--- config.mk ---
export PLATFORM = sky130hd
export DESIGN_NAME = seq_detect_sched
export DESIGN_NICKNAME = d
export VERILOG_FILES = /design/src/rtl/seq_detect_sched.sv
export SDC_FILE = /design/constraint.sdc
export NUM_CORES = 1
export LEC_CHECK = 0
export CORE_MARGIN = 2
export CORE_UTILIZATION = 35
export DETAILED_ROUTE_END_ITERATION = 7
export PLACE_DENSITY = 0.59
export SKIP_CTS_REPAIR_TIMING = 1
export SLEW_MARGIN = 20
export SYNTH_ARGS = -nofsm -noshare
export SYNTH_HDL_FRONTEND = slang
export SYNTH_SLANG_ARGS = --single-unit
export TNS_END_PERCENT = 30
--- constraint.sdc ---
create_clock -name clk_in -period 4.1 [get_ports clk_in]
set_input_delay 0.615 -clock clk_in [delete_from_list [all_inputs] [get_ports clk_in]]
set_output_delay 0.615 -clock clk_in [all_outputs]
set_load 0.01 [all_outputs]
--- src/rtl/seq_detect_sched.sv ---
// rtl/seq_detect_sched.sv - round-robin shared bit-serial pattern detector
module seq_detect_sched #(
  parameter int                 NUM_REQ   = 4,
  parameter int                 WORD_W    = 8,
  parameter int                 PAT_W     = 4,
  parameter logic [PAT_W-1:0]   PAT_RESET = 4'b0011,
  localparam int                ID_W      = (NUM_REQ > 1) ? $clog2(NUM_REQ) : 1,
  localparam int                CNT_W     = $clog2(WORD_W + 1)
) (
  input  logic                      clk_in,
  input  logic                      rst,
  input  logic                      bit_en,
  input  logic                      cfg_we,
  input  logic [PAT_W-1:0]          cfg_pattern,
  input  logic [NUM_REQ-1:0]        req_valid,
  input  logic [NUM_REQ*WORD_W-1:0] req_data,
  output logic [NUM_REQ-1:0]        req_ready,
  output logic                      res_valid,
  input  logic                      res_ready,
  output logic [ID_W-1:0]           res_id,
  output logic [CNT_W-1:0]          res_count,
  output logic                      res_hit,
  output logic                      busy
);

  typedef enum logic [1:0] {IDLE, SHIFT, DONE} state_t;

  state_t             state, state_n;
  logic [PAT_W-1:0]   pattern;
  logic [ID_W-1:0]    last_grant;
  logic [ID_W-1:0]    id_q;
  logic [WORD_W-1:0]  sreg;
  logic [PAT_W-1:0]   hist;
  logic [CNT_W-1:0]   bits_seen;
  logic [CNT_W-1:0]   count;

  logic [NUM_REQ-1:0] gnt_oh;
  logic [ID_W-1:0]    gnt_id;
  logic               gnt_any;
  logic [PAT_W-1:0]   hist_n;
  logic [CNT_W-1:0]   seen_n;
  logic               match;
  logic               last_bit;

  // Search upward from the requester after last_grant, wrapping around.
  always_comb begin : arb
    int idx;
    idx     = 0;
    gnt_oh  = '0;
    gnt_id  = '0;
    gnt_any = 1'b0;
    for (int k = 1; k <= NUM_REQ; k++) begin
      idx = int'(last_grant) + k;
      if (idx >= NUM_REQ) idx = idx - NUM_REQ;
      if (!gnt_any && req_valid[idx]) begin
        gnt_any     = 1'b1;
        gnt_id      = ID_W'(idx);
        gnt_oh[idx] = 1'b1;
      end
    end
  end

  assign hist_n   = {hist[PAT_W-2:0], sreg[WORD_W-1]};
  assign seen_n   = bits_seen + 1'b1;
  assign match    = (seen_n >= CNT_W'(PAT_W)) && (hist_n == pattern);
  assign last_bit = (seen_n == CNT_W'(WORD_W));

  always_ff @(posedge clk_in) begin
    if (rst) state <= IDLE;
    else     state <= state_n;
  end

  always_comb begin
    state_n   = state;
    req_ready = '0;
    res_valid = 1'b0;
    busy      = (state != IDLE);
    case (state)
      IDLE: begin
        // No grant during reset: the reset edge would drop the capture.
        if (!rst) req_ready = gnt_oh;
        if (gnt_any) state_n = SHIFT;
      end
      SHIFT: begin
        if (bit_en && last_bit) state_n = DONE;
      end
      DONE: begin
        res_valid = 1'b1;
        if (res_ready) state_n = IDLE;
      end
      default: state_n = IDLE;
    endcase
  end

  always_ff @(posedge clk_in) begin
    if (rst) begin
      pattern    <= PAT_RESET;
      last_grant <= ID_W'(NUM_REQ - 1);
      id_q       <= '0;
      sreg       <= '0;
      hist       <= '0;
      bits_seen  <= '0;
      count      <= '0;
    end else begin
      case (state)
        IDLE: begin
          if (cfg_we) pattern <= cfg_pattern;
          if (gnt_any) begin
            sreg       <= req_data[gnt_id*WORD_W +: WORD_W];
            id_q       <= gnt_id;
            last_grant <= gnt_id;
            hist       <= '0;
            bits_seen  <= '0;
            count      <= '0;
          end
        end
        SHIFT: begin
          if (bit_en) begin
            sreg      <= {sreg[WORD_W-2:0], 1'b0};
            hist      <= hist_n;
            bits_seen <= seen_n;
            if (match) count <= count + 1'b1;
          end
        end
        default: ;
      endcase
    end
  end

  assign res_id    = id_q;
  assign res_count = count;
  assign res_hit   = |count;

endmodule

# Yosys cells after proc, flatten, opt, wreduce, memory -nomap -nowiden
# Index checks and enable logic that the tools add are counted.
[word_totals]
input_bits = 45
regBits = 29
out_inout_bits = 13
word_cells = 119
[classes]
n_reduce_logical = 21
muxes = 54
addsub = 10
magnitude_cmp = 13
n_bitwise = 3
n_eq_ne = 9
n_shift = 1
[op_table]
columns = ["cell", "n"]
rows = [
  ["$ge 32x1->1 const B", 4],
  ["$lt 32x4->1 const B", 4],
  ["$mux 32", 4],
  ["$mux 4", 10],
  ["$shiftx 32x6->8", 1],
  ["$mux 1", 17],
  ["$mux 8", 2],
  ["$pmux 4 s2", 2],
  ["$pmux 8 s2", 1],
  ["$mux 2", 7],
  ["$or 4x4->4", 3],
  ["$sub 3x3->4 const B", 3],
  ["$ne 2x2->1 const B", 5],
  ["$ge 3x3->1 const B", 3],
  ["$logic_and 1x1->1", 9],
  ["$add 4x1->4 const B", 2],
  ["$bmux 1 s2", 4],
  ["$demux 1 s2", 4],
  ["$ge 4x3->1 const B", 2],
  ["$add 2x2->3 const B", 2],
  ["$pmux 2 s3", 1],
  ["$pmux 3 s2", 1],
  ["$reduce_and 3->1", 2],
  ["$sub 4x3->5 const B", 1],
  ["13 further kinds", 17],
]

# Depth between registers and ports, before layout
# Gate-level depths: netlist (run 1).
[depth]
ltp_word = 19
ltp_mapped = 11
depth_no_buf = 8

# Worst setup path before layout (run 1)
# No wires, ideal clock.
[synth_timing]
kind = "reg2out"
start = "register last_grant[0]"
end = "output req_ready[0]"
n_path_buf = 3
stages_incl_launch_ff = 11
arrival_time_ps = 2520
setup_slack_ps = 965
required_time_ps = 3485
cell_sequence = "dfxtp_1 buf_2 inv_1 ha_1 clkbuf_1 o21ai_0 and2_1 clkbuf_1 nor2_1 a221oi_1 nor2_1"
[synth_between]
elab_chain_len = 18
word_cells_on_any_way = 66
classes_between = "8 x add/sub; 12 x order compare; 33 x mux; 3 x bitwise; 10 x reduce/logical"
[synth_rtl]
columns = ["element", "line_no", "source"]
rows = [
  ["from (decl)", "30", "logic [ID_W-1:0] last_grant;"],
  ["from (signal assigned)", "98", "last_grant <= ID_W'(NUM_REQ - 1);"],
  ["from (signal assigned)", "111", "last_grant <= gnt_id;"],
  ["parallel branches: the longest is 15 deep, another holds $ge 32x1->1", "--", ""],
  ["$mux 4 *", "55", "if (!gnt_any && req_valid[idx]) begin"],
  ["$mux 4 *", "81", "if (!rst) req_ready = gnt_oh;"],
  ["$mux 4 *", "78", "case (state)"],
  ["to (decl)", "17", "output logic [NUM_REQ-1:0] req_ready,"],
]
# Every way passes the cells marked *. The select of a mux whose other input is x is not followed.

# Worst setup path after layout (run 1)
[layout_timing]
start = "input req_valid[3]"
end = "output req_ready[3]"
[layout_between]
elab_chain_len = 15
word_cells_on_any_way = 30
classes_between = "21 x mux; 3 x bitwise; 6 x reduce/logical"
[layout_rtl]
columns = ["element", "line_no", "source"]
rows = [
  ["from (decl)", "15", "input logic [NUM_REQ-1:0] req_valid,"],
  ["$bmux 1 s2", "55", ""],
  ["$mux 1 (not written as such) (2 in series)", "55", ""],
  ["$mux 1", "55", ""],
  ["$logic_not 1->1", "55", ""],
  ["$logic_and 1x1->1", "55", ""],
  ["$mux 1", "55", ""],
  ["$logic_not 1->1", "55", ""],
  ["$logic_and 1x1->1", "55", ""],
  ["$mux 1", "55", ""],
  ["$logic_not 1->1", "55", ""],
  ["$logic_and 1x1->1", "55", ""],
  ["$mux 4 *", "55", ""],
  ["$mux 4 *", "81", ""],
  ["$mux 4 *", "78", ""],
]
# Every way passes the cells marked *; elsewhere a longest branch is shown, timed or not. The select of a mux whose other input is x is not followed.

==> results of run 1 <==
==> placed cells by master, fill, tap and decap left out, types with 2 or more instances in the layout <==
cell type,synthesis,layout
ha_1,11,11
mux2i_1,12,12
xor2_1,3,3
or3_1,10,10
inv_1,8,8
a22oi_1,4,4
clkbuf_8,0,5
a211o_1,3,3
nor3_1,7,7
nand2b_1,5,5
o221ai_1,3,3
mux2_2,8,8
xnor2_1,5,5
a211oi_1,12,12
buf_4,0,7
o21ai_0,6,6
clkdlybuf4s50_1,0,57
a21oi_1,21,21
nor2b_1,4,4
o211ai_1,2,2
nand3_1,11,11
a221oi_1,4,4
nand2_1,18,18
and3_1,8,8
mux4_2,2,2
dfxtp_1,29,29
clkinv_2,0,2
nor2_1,37,37
==> sequential cells by signal (all words and copies together) (netlist names) <==
register,cells
pattern,4
last_grant,2
res_count,4
res_id,2
bits_seen,4
hist,3
sreg,8
state,2
==> final cells by class <==
type | instances | share of cell area
multi-input combinational | 216 | 0.513
inverter | 9 | 0.0116
timing repair buffer | 64 | 0.215
clock buffer | 6 | 0.0250
sequential | 29 | 0.200
clock inverter | 2 | 0.00345
tap | 75 | 0.0324
==> power groups by stage <==
stage               combinational [mW]  clock (mW)  sequential, mW
floorplan                        0.345           0           0.342
global placement                 0.467           0           0.340
detailed placement               0.469           0           0.340
CTS                              0.470       0.232           0.334
global route                     0.516       0.246           0.339
finish                           0.468       0.227           0.334
==> per-stage QoR <==
| stage | worst slack [ns] | cell area [sq um] | std cells |
|---|---|---|---|
| CTS | 0.495 | 2900 | 401 |
| floorplan | 0.965 | 2210 | 274 |
| finish | 0.480 | 2900 | 401 |
| detailed placement | 0.494 | 2820 | 393 |
| global route | 0.234 | 2900 | 401 |
| global placement | 0.536 | 2820 | 393 |
==> kinds of logic after synthesis <==
family / share of synthesized area
mux: 0.116
fa+ha+maj: 0.0623
xor+xnor: 0.0317
compound gates: 0.227
simple gates: 0.236
flops: 0.263
buf+inv: 0.0640
==> per-layer routing <==
layer	vias up	global-route usage	share of wire
li1	1095	-	-
met4	0	0.0499	0.017
met3	9	0.0368	0.057
met1	949	0.200	0.47
met2	68	0.262	0.45
met5	-	0	0
==> how the worst min path moves through the flow <==
stage	cells after the start	slack (ns)	to
2_1_floorplan	2	0.45	pattern[3]
3_3_place_gp	2	0.45	res_id[1]
3_5_place_dp	2	0.45	res_id[1]
4_1_cts	2	0.46	res_id[1]
5_1_grt	2	0.49	res_id[1]
6_report	2	0.46	res_id[1]
==> worst register-to-register path: stages, from the launching register on <==
cell      delay (ns)
dfxtp_1         0.33
inv_1           0.13
ha_1            0.56
mux4_2          0.37
nor2b_4         0.17
o221ai_4        0.55
mux2_2          0.43
a211oi_1        0.29
a211oi_1        0.08
==> impl_metrics.toml, run 1 <==
[sta]
finalHoldViolations = 0
rsz0062_at_grt = "no"
max_slew_margin = 0.544
clock.fmax_mhz = 276
maxSlewViolCount = 0
fin_crit_ns = 3.62
clock_skew_ns = 0.00327
setup_tns_ns = 0
timing.final.crit_share = 0.883
whs_ns = 0.455
tightestPinTransition_ns = 0.683
finalSetupViolCount = 0

[pwr]
seqPwrFrac = 0.325
irDropWorstVdd_uv = 158
p_switching_mw = 0.374
power_mw = 1.03
switching_share = 0.363
clkPwrFrac = 0.221
combPwrFrac = 0.455
p_leak_nw = 1.15
p_int_mw = 0.656
p_per_area_nw_per_um2 = 355

[clocking]
cts_num_sinks = 29
cts-root-buf = "clkbuf_8"
clockBufferDepth = 2
cts.reportedPaths.clkPinSlew_ns = 0.06
worstSkewPairLatency_ns = 0.28
cts_tree = "built"
cts.htree.levels = 2
cts_buffers = 5

[synthesis]
synthArstFlopShare = 0
yosys.area.top_type = "dfxtp_1"
ys_seq_elements = 29
yosysUniqueCellTypes = 50
syn_inst = 274
synth-edff-count = 0
yosysMostFrequentCell = "nor2_1"
synth_fp_nets = 330
synth_warnings = 0
syn_area_sq_um = 2210
ys_top_cells_by_area = "dfxtp_1, nor2_1, ha_1, mux2i_1, a21oi_1"
synth_top_area_share = 0.263
synth_flop_cell = "dfxtp_1"
avgSynthCellArea_sq_um = 8.06
ys_seq_area_frac = 0.263
yosys-top-cells-count = "nor2_1, dfxtp_1, a21oi_1"

[setup_path]
r2r_end = "sreg[5]"
path_cells = "clkdlybuf4s50_1 > or3_1 > o32ai_1 > a221oi_1 > nor2_1 > clkdlybuf4s50_1"
critical-path-slowest-cell = "clkdlybuf4s50_1"
r2r_setup_slack_ns = 1.08
crit_path_end_kind = "primary output"
critical_path_class = "in2out"
cp_max_fo = 13
max_stage_delay_ns = 0.60
cp.depth = 6
crit_end = "req_ready[3]"
crit_top_cell = "clkdlybuf4s50_1"
required_ns = 3.48
r2r-start = "last_grant[1]"
startpoint = "req_valid[3]"
cp.arrival_ns = 3.01
start_kind = "primary input"
r2r_cells = 8
worst_path_dominant_cell_family = "buffers and inverters"
path_buf_inv = 2

[route]
first_pass_iters = 4
first_iter_violations = 109
ant_nets = 0
wl_mm = 5.28
vias = 2121
wl_per_cell_microns = 13.2
drcViolationCount = 0
vias_per_cell = 5.29

[min_path]
hold_class = "reg2reg"
worstHoldStart = "res_id[1]"

[global_route]
grt_pass1_vias = 2026
grt_max_degree = 28
overflow = 0
grt_pass1_wl_mm = 9.16
antenna_found_initial = 0
globalRouteTotalUtil = 0.157

[placement]
hpwlAfterDp_mm = 3.95
place.gp.congestion = 0.835
io_buffers = 57

[layout]
fillers = 607
multi_input_area_sq_um = 1490
drive_gt1_frac = 0.0951
final_util = 0.481
n_antenna_cell = 0
seqCellArea_sq_um = 581
area_delta_synth_final_pct = 31.3
final_net_count = 381

[run_status]
status = "complete, no violations"

[job]
cap_violations = 0

[floorplan]
die-height_microns = 83.4
coreArea_sq_um = 6030
start_util = 0.366
die_w_microns = 83.4
dieArea_sq_um = 6960
rows = 28
io_pins = 58
No activity file was read; power rests on OpenSTA's default activity.
==> run 2, diff against run 1 <==
CORE_UTILIZATION = 49   (was 35)
PLACE_DENSITY = 0.78   (was 0.59)
==> run 2 against run 1 <==
Register-to-register slack worse by 0.35 ns. Combinational power down 3%. Clock-buffer cell count down 1. Die area down 27%. Clock power up 55%. Critical path depth up 3. Core utilization up 19 points. Total power up 12%. Final cell count down 6.2%. Largest power group unchanged.
==> impl_metrics.toml, run 2 (same netlist as run 1, synthesis figures left out) <==
[clocking]
worstSkewPairLatency_ns = 0.28
clockBufferDepth = 2
cts_tree = "built"
cts.reportedPaths.clkPinSlew_ns = 0.07
cts.htree.levels = 2
cts_num_sinks = 29
cts_buffers = 5
cts-root-buf = "clkbuf_8"

[sta]
timing.final.crit_share = 0.925
rsz0062_at_grt = "no"
max_slew_margin = 0.440
maxSlewViolCount = 0
clock.fmax_mhz = 264
setup_tns_ns = 0
tightestPinTransition_ns = 0.836
finalSetupViolCount = 0
finalHoldViolations = 0
fin_ws_ns = 0.306
fin_crit_ns = 3.79
clock_skew_ns = 0.00496

[setup_path]
critical_path_class = "reg2out"
crit_top_cell = "nor2_1"
cp_max_fo = 13
required_ns = 3.48
cp.arrival_ns = 3.18
startpoint = "last_grant[1]"
r2r-start = "last_grant[1]"
max_stage_delay_ns = 0.58
critical-path-slowest-cell = "dfxtp_1"
path_cells = "inv_1 > ha_1 > a21oi_1 > o21ai_1 > and2_1 > nor2_1 > a221oi_1 > nor2_1 > clkdlybuf4s50_1"
crit_path_end_kind = "primary output"
start_kind = "register"

[run_status]
status = "complete, no violations"

[global_route]
overflow = 0
grt_pass1_wl_mm = 8.78
antenna_found_initial = 0
grt_pass1_vias = 1991
globalRouteTotalUtil = 0.211
grt_max_degree = 29

[placement]
place_area_sq_um = 2770
place.gp.congestion = 0.905
io_buffers = 57
pre_cts_ws_ns = 0.512
hpwlAfterDp_mm = 3.83
dp_cells = 368

[job]
cap_violations = 0

[route]
vias = 2171
wl_mm = 5.08
first_iter_violations = 142
vias_per_cell = 5.77
drcViolationCount = 0
first_pass_iters = 4
ant_nets = 0
wl_per_cell_microns = 13.5

[pwr]
power_mw = 1.15
p_per_area_nw_per_um2 = 395
irDropWorstVdd_uv = 199
p_leak_nw = 1.17

[floorplan]
coreArea_sq_um = 4350
die-height_microns = 71.1
start_util = 0.507
die_w_microns = 71.1
rows = 24
dieArea_sq_um = 5060
io_pins = 58

[layout]
final_cell_mix = "clkdlybuf4s50_1, nor2_1, dfxtp_1"
stdcell_area_sq_um = 2910
area_delta_synth_final_pct = 31.7
fin_cells = 376
final_net_count = 379
regMostFlops = "sreg"
final_common_cell = "clkdlybuf4s50_1"
drive_gt1_frac = 0.0926
n_antenna_cell = 0
largest_reg_flops = 8

[min_path]
hold_class = "reg2reg"
worstHoldStart = "res_id[1]"
==> run 2: cell types whose count changed in the layout (fill, tap and decap cells not counted) <==
cell       previous run  this run
buf_4                 7         5
bufinv_16             0         2
clkbuf_1              1         0
clkinv_2              2         1
o21ai_0               6         5
o21ai_1               0         1
==> run 2: power breakdown <==
group,switching [mW],internal [mW]
registers,0.0257,0.314
clock network,0.111,0.241
logic,0.237,0.219
total,0.374,0.775
==> run 2: critical path, delay by kind of cell (launching register included) <==
family / cells / cell delay, ns
compound gates: 3 / 0.56
simple gates: 3 / 0.48
buf+inv: 2 / 0.72
flops: 1 / 0.58
fa+ha+maj: 1 / 0.55
==> run 2: worst paths after layout <==
| path | endpoint | slack (ns) | cells past startpoint |
|---|---|---|---|
| max | req_ready[2] | 0.31 | 9 |
| min | res_id[1] | 0.46 | 2 |
| max reg2reg | sreg[1] | 0.73 | 8 |
| min reg2reg | res_id[1] | 0.46 | 2 |
==> run 2: layout make-up <==
cell class / count / area (sq um)
timing repair buffer: 62 / 608
clock inverter: 3 / 65.1
fill: 371 / 1450
tap: 52 / 65.1
sequential: 29 / 581
inverter: 9 / 33.8
multi-input combinational: 216 / 1490
clock buffer: 5 / 68.8
==> run 2: layer usage <==
| metal | track usage | up-vias | wire length, microns |
|---|---|---|---|
| met2 | 0.342 | 83 | 2420 |
| li1 | - | 1093 | - |
| met1 | 0.280 | 991 | 2330 |
| met3 | 0.0513 | 4 | 298 |
| met4 | 0.0608 | 0 | 35 |
| met5 | 0 | - | 0 |
==> run 2: through the flow <==
step | hold WS [ns] | util
2_1_floorplan | 0.449 | -
3_3_place_gp | 0.444 | 0.637
3_5_place_dp | 0.453 | 0.637
4_1_cts | 0.462 | 0.668
5_1_grt | 0.478 | 0.668
6_report | 0.462 | 0.668
